===== config.mk =====
export PLATFORM = sky130hd
export DESIGN_NAME = inst_cache
export DESIGN_NICKNAME = d
export VERILOG_FILES = /design/src/rtl/inst_cache_pkg.sv /design/src/rtl/icache_array.sv /design/src/rtl/inst_cache.sv
export SDC_FILE = /design/constraint.sdc
export NUM_CORES = 2
export LEC_CHECK = 0
export ABC_CLOCK_PERIOD_IN_PS = 13600
export CAP_MARGIN = 0
export CORE_ASPECT_RATIO = 1.25
export CORE_MARGIN = 5
export CORE_UTILIZATION = 60
export CTS_CLUSTER_SIZE = 28
export DETAILED_ROUTE_END_ITERATION = 8
export MAX_ROUTING_LAYER = met4
export PLACE_DENSITY_LB_ADDON = 0.08
export SYNTH_ARGS = -nofsm -noshare
export SYNTH_HDL_FRONTEND = slang
export SYNTH_HIERARCHICAL = 1
export SYNTH_SLANG_ARGS = --single-unit

===== constraint.sdc =====
create_clock -name clk -period 13.6 [get_ports clk]
set_input_delay 2.72 -clock clk [delete_from_list [all_inputs] [get_ports clk]]
set_output_delay 2.72 -clock clk [all_outputs]
set_load 0.02 [all_outputs]

===== src/rtl/inst_cache_pkg.sv =====
// inst_cache_pkg: shared FSM encoding, size defaults and address-field helpers for the instruction cache.
package inst_cache_pkg;

   typedef enum logic [1:0] {IDLE, REFILL, FILL_DONE} state_t;

   localparam int LINES_DEF = 16;
   localparam int WPL_DEF   = 4;
   localparam int BYTE_W    = 2;

   function automatic int off_w(input int wpl);
      return BYTE_W + $clog2(wpl);
   endfunction

   function automatic int tag_lsb(input int lines, input int wpl);
      return off_w(wpl) + $clog2(lines);
   endfunction

endpackage


===== src/rtl/icache_array.sv =====
// icache_array: direct-mapped tag/valid/data storage, one combinational read port and one write port.
module icache_array
   import inst_cache_pkg::*;
#(
   parameter int LINES = LINES_DEF,
   parameter int WPL   = WPL_DEF,
   parameter int TW    = 24
) (
   input  logic                     clk,
   input  logic                     rst,
   input  logic                     i_clr,
   input  logic [$clog2(LINES)-1:0] i_rd_idx,
   input  logic [$clog2(WPL)-1:0]   i_rd_word,
   output logic                     o_rd_valid,
   output logic [TW-1:0]            o_rd_tag,
   output logic [31:0]              o_rd_data,
   input  logic                     i_we,
   input  logic                     i_fill,
   input  logic [$clog2(LINES)-1:0] i_wr_idx,
   input  logic [$clog2(WPL)-1:0]   i_wr_word,
   input  logic [31:0]              i_wr_data,
   input  logic [TW-1:0]            i_wr_tag
);

   logic [LINES-1:0] r_valid;
   logic [TW-1:0]    r_tag  [LINES];
   logic [31:0]      r_data [LINES][WPL];

   always_ff @(posedge clk or posedge rst)
      if (rst) r_valid <= '0;
      else if (i_clr) r_valid <= '0;
      else if (i_fill) r_valid[i_wr_idx] <= 1'b1;

   // tag and data are deliberately left unreset; valid alone gates their use
   always_ff @(posedge clk) begin
      if (i_we) r_data[i_wr_idx][i_wr_word] <= i_wr_data;
      if (i_fill) r_tag[i_wr_idx] <= i_wr_tag;
   end

   assign o_rd_valid = r_valid[i_rd_idx];
   assign o_rd_tag   = r_tag[i_rd_idx];
   assign o_rd_data  = r_data[i_rd_idx][i_rd_word];

endmodule


===== src/rtl/inst_cache.sv =====
// inst_cache: direct-mapped instruction cache with a blocking line-refill FSM.
// A miss latches the line and bursts WPL words from memory before hit is re-evaluated.
module inst_cache
   import inst_cache_pkg::*;
#(
   parameter int LINES = LINES_DEF,
   parameter int WPL   = WPL_DEF
) (
   input  logic        clk,
   input  logic        rst,
   input  logic [31:0] pc,
   input  logic        inv,
   output logic [31:0] ins,
   output logic        hit,
   output logic        mem_req,
   output logic [31:0] mem_addr,
   input  logic [31:0] mem_data,
   input  logic        mem_valid
);

   localparam int WW = $clog2(WPL);
   localparam int IW = $clog2(LINES);
   localparam int OW = off_w(WPL);
   localparam int TL = tag_lsb(LINES, WPL);
   localparam int TW = 32 - TL;

   state_t          r_state, w_next;
   logic [31:OW]    r_line;
   logic [IW-1:0]   r_idx;
   logic [TW-1:0]   r_tag;
   logic [WW-1:0]   r_cnt;
   logic [IW-1:0]   w_idx;
   logic [WW-1:0]   w_word;
   logic [TW-1:0]   w_tag;
   logic            w_rd_valid;
   logic [TW-1:0]   w_rd_tag;
   logic [31:0]     w_rd_data;
   logic            w_we, w_last, w_fill, w_miss;
   logic            w_unused;

   assign w_idx    = pc[TL-1:OW];
   assign w_word   = pc[OW-1:BYTE_W];
   assign w_tag    = pc[31:TL];
   assign w_unused = &{1'b0, pc[BYTE_W-1:0]};

   assign hit      = r_state == IDLE && w_rd_valid && w_rd_tag == w_tag;
   assign ins      = hit ? w_rd_data : 32'h0;
   assign mem_req  = r_state == REFILL;
   assign mem_addr = mem_req ? {r_line, r_cnt, {BYTE_W{1'b0}}} : 32'h0;
   assign w_miss   = r_state == IDLE && !hit && !inv;
   assign w_we     = mem_req && mem_valid && !inv;
   assign w_last   = r_cnt == WW'(WPL - 1);
   assign w_fill   = w_we && w_last;

   always_comb begin
      w_next = r_state;
      w_next = inv ? IDLE :
               w_miss ? REFILL :
               (r_state == REFILL && mem_valid && w_last) ? FILL_DONE :
               r_state == FILL_DONE ? IDLE : r_state;
   end

   always_ff @(posedge clk or posedge rst)
      if (rst) begin
         r_state <= IDLE;
         r_line  <= '0;
         r_idx   <= '0;
         r_tag   <= '0;
         r_cnt   <= '0;
      end else begin
         r_state <= w_next;
         if (inv) r_cnt <= '0;
         else if (w_miss) begin
            r_line <= pc[31:OW];
            r_idx  <= w_idx;
            r_tag  <= w_tag;
            r_cnt  <= '0;
         end else if (w_we) r_cnt <= r_cnt + 1'b1;
      end

   icache_array #(.LINES(LINES), .WPL(WPL), .TW(TW)) u_array (
      .clk       (clk),
      .rst       (rst),
      .i_clr     (inv),
      .i_rd_idx  (w_idx),
      .i_rd_word (w_word),
      .o_rd_valid(w_rd_valid),
      .o_rd_tag  (w_rd_tag),
      .o_rd_data (w_rd_data),
      .i_we      (w_we),
      .i_fill    (w_fill),
      .i_wr_idx  (r_idx),
      .i_wr_word (r_cnt),
      .i_wr_data (mem_data),
      .i_wr_tag  (r_tag)
   );

endmodule


==> results.sh <==
export IMPL_end_kind="output pin"
export IMPL_globalRouteOverflowTotal=0
export IMPL_ys_flop_type="edfxtp_1"
export IMPL_dr_total_vias=45568
export IMPL_wirelength_um=232000
export IMPL_clk_pin_slew_ns=0.06
export IMPL_finalCriticalPeriod_ns=10.48
export IMPL_worstPathMaxFanout=75
export IMPL_yosys_warnings=6
export IMPL_fin_worst_skew_ns=0.0327
export IMPL_grt_use_total=0.291
export IMPL_slowest_stage="buf_4"
export IMPL_slowest_delay_ns=0.71
export IMPL_ys_ff_latch=2480
export IMPL_dr_pass1_iters=5
export IMPL_cts_resized=0
export IMPL_finalMaxSlewViolations=0
export IMPL_die_h_um=455
export IMPL_synth_edff_count=2432
export IMPL_clkLatencyLatePin_ns=0.86
export IMPL_wl_per_cell_um=34.8
export IMPL_clock_sinks=2480
export IMPL_cts_tree="yes"
export IMPL_fmax_mhz=95.4
export IMPL_synth_top_cells_by_area="edfxtp_1, mux4_2, dfrtp_1, mux2i_1, nor2_1"
export IMPL_rows=163
export IMPL_hold_viol=0
export IMPL_dp_cells=6245
export IMPL_synth_top_cells_by_count="edfxtp_1, mux4_2, nor2_1, mux2i_1, clkbuf_1"
export IMPL_netlist_cell_type_count=53
export IMPL_nNetsFinal=4479
export IMPL_finalCritPeriodShare=0.771
export IMPL_hold_buffers=0
export IMPL_setup_viol=0
export IMPL_cts_buffers_inserted=225
export IMPL_yosys_area_share_simple=0.0187
export IMPL_grt_pass1_wl_um=333000
export IMPL_powerDensity_nw_per_um2=144
export IMPL_grt_pass1_vias=45725
export IMPL_antenna_found_initial=15
export IMPL_postCtsSetupBuffers=0
export IMPL_yosysTopAreaCell="edfxtp_1"
export IMPL_drive_above_1_share=0.266
export IMPL_die_area_um2=167000
export IMPL_max_clock_path_buffers=3
export IMPL_cap_violations=0
export IMPL_syn_inst=4157
export IMPL_synthesis_area_um2=95000
export IMPL_synth_top_family_by_area="multiplexers"
export IMPL_fillers=9872
export IMPL_cts_root_buf="clkbuf_16"
export IMPL_gp_congestion=0.821
export IMPL_htreeDepth=4
export IMPL_dpl_hpwl_um=126000
export IMPL_setup_tns_ns=0
export IMPL_required_ns=10.88
export IMPL_crit_chain="buf_8, buf_4, mux4_2, mux4_2, xor2_1, nor4_1, nand4_1, nor3_2, buf_4, and2_1, clkdlybuf4s50_1"
export IMPL_synth_top_area_share=0.768
export IMPL_rsz0062_at_grt="false"
export IMPL_synth_most_common_cell="edfxtp_1"
export IMPL_reg2reg_setup_slack_ns=9.21
export IMPL_status="finished, final reports clean"
export IMPL_start_util=0.603
export IMPL_p_leak_uw=0.0329
export IMPL_synth_mux_area_frac=0.157
export IMPL_syn_avg_cell_area_um2=22.9
export IMPL_critPathLaunchType="input port"
export IMPL_async_flop_share=0.0194
export IMPL_drt_iter0_drc=5119
export IMPL_crit_arrival_ns=7.76
export IMPL_crit_type="input port to output pin"
export IMPL_ant_nets=0
export IMPL_layout_cells_non_filler=6672
export IMPL_synth_yosys_seq_area_share=0.781
export IMPL_hold_path_class="flop to flop"
export IMPL_worstMarginPinSlew_ns=1.26
export IMPL_viasPerCell=6.83
export IMPL_io_buffers=129
export IMPL_synth_adder_area_share=0.000132
export IMPL_synth_compound_area_share=0.0264
export IMPL_slew_headroom=0.163
export IMPL_peakVddDrop_mv=0.143
export IMPL_ios=134
export IMPL_grt_max_degree=122
export IMPL_synth_xor_area_frac=0.00230
export IMPL_remaining_drc_errors=0
export IMPL_design_core_area_um2=158000
export IMPL_area_growth_pct=11.6
export IMPL_die_w_um=366
-- layout make-up --
class                   count  area [um2]  area share
flip-flops and latches   2480       74200       0.700
clock inverters           131         970     0.00914
inverters                   7        26.3    0.000248
multi-input cells        1443       20100       0.189
clock buffers             286        6010      0.0567
repair buffers            253        2140      0.0202
well taps                2062        2580      0.0243
diodes                     10        25.0    0.000236
-- power breakdown --
part           total [uW]  switching (uW)  internal (uW)
logic                 747             467            280
registers            8510            59.2           8450
clock network        6020            2680           3340
total               15300            3210          12100
-- critical path: cells and delay by family --
family | cells | cell delay [ns]
xor gates and xnor gates | 1 | 0.23
buffers and inverters | 4 | 2.60
and+or+nand+nor | 4 | 0.97
muxes | 2 | 1.13
-- metrics by stage --
step	util	hold WS (ns)	total power [uW]	worst slack, ns	cell area [um2]
global placement	0.628	0.474	9410	3.09	99100
floorplan	-	0.461	9090	4.81	95000
finish	0.673	0.499	15300	3.12	106000
global route	0.673	0.526	15800	2.81	106000
detailed placement	0.628	0.482	9430	3.04	99100
CTS	0.673	0.496	15400	3.02	106000
-- path summary, 6_finish.rpt --
check / cells after the start / to / from
max: 11 / ins[30] / pc[4]
min: 2 / u_array/r_valid[10]$_DFFE_PP0P_ / u_array/r_valid[10]$_DFFE_PP0P_
max reg2reg: 6 / u_array/r_data[9][108]$_DFFE_PP_ / r_state[1]$_DFFE_PP0P_
min reg2reg: 2 / u_array/r_valid[10]$_DFFE_PP0P_ / u_array/r_valid[10]$_DFFE_PP0P_
max in group asynchronous: 3 / r_line[16]$_DFFE_PP0P_ / rst
min in group asynchronous: 2 / r_line[28]$_DFFE_PP0P_ / rst
-- per-layer routing --
metal	vias to the layer above	global-route usage	share of wire
met5	-	-	0
met4	0	0.0756	0.026
met3	380	0.0497	0.080
met2	2180	0.472	0.51
met1	24713	0.395	0.39
li1	18295	-	-
-- placed cells by master, fill, tap and decap left out, types with 38 or more instances in the layout --
master / netlist / final
clkinv_2: 0 / 42
a21oi_1: 65 / 65
clkdlybuf4s50_1: 0 / 92
buf_4: 48 / 119
nor2_4: 0 / 82
clkbuf_1: 72 / 50
mux2i_1: 77 / 77
clkbuf_16: 0 / 229
and2_1: 68 / 67
a221oi_1: 50 / 50
clkinv_1: 0 / 63
o22ai_1: 53 / 53
edfxtp_1: 2432 / 2432
mux4_2: 612 / 612
a22oi_1: 44 / 44
dfrtp_1: 48 / 48
a22o_1: 38 / 38
nor2_1: 149 / 65
-- flip-flops by register name, indices dropped and copies added, names as in the netlist --
name	count
r_state	2
r_cnt	2
r_line	28
u_array/r_tag	384
u_array/r_data	2048
u_array/r_valid	16
-- kinds of logic after synthesis --
family / after synthesis
flip-flops: 2480
multiplexers: 721
AND/OR/NAND/NOR: 358
AO/OA/AOI/OAI: 336
buffers and inverters: 235
XOR/XNOR: 25
adder cells (fa/ha/maj): 1
other: 1
(Power assumes the default switching activity.)
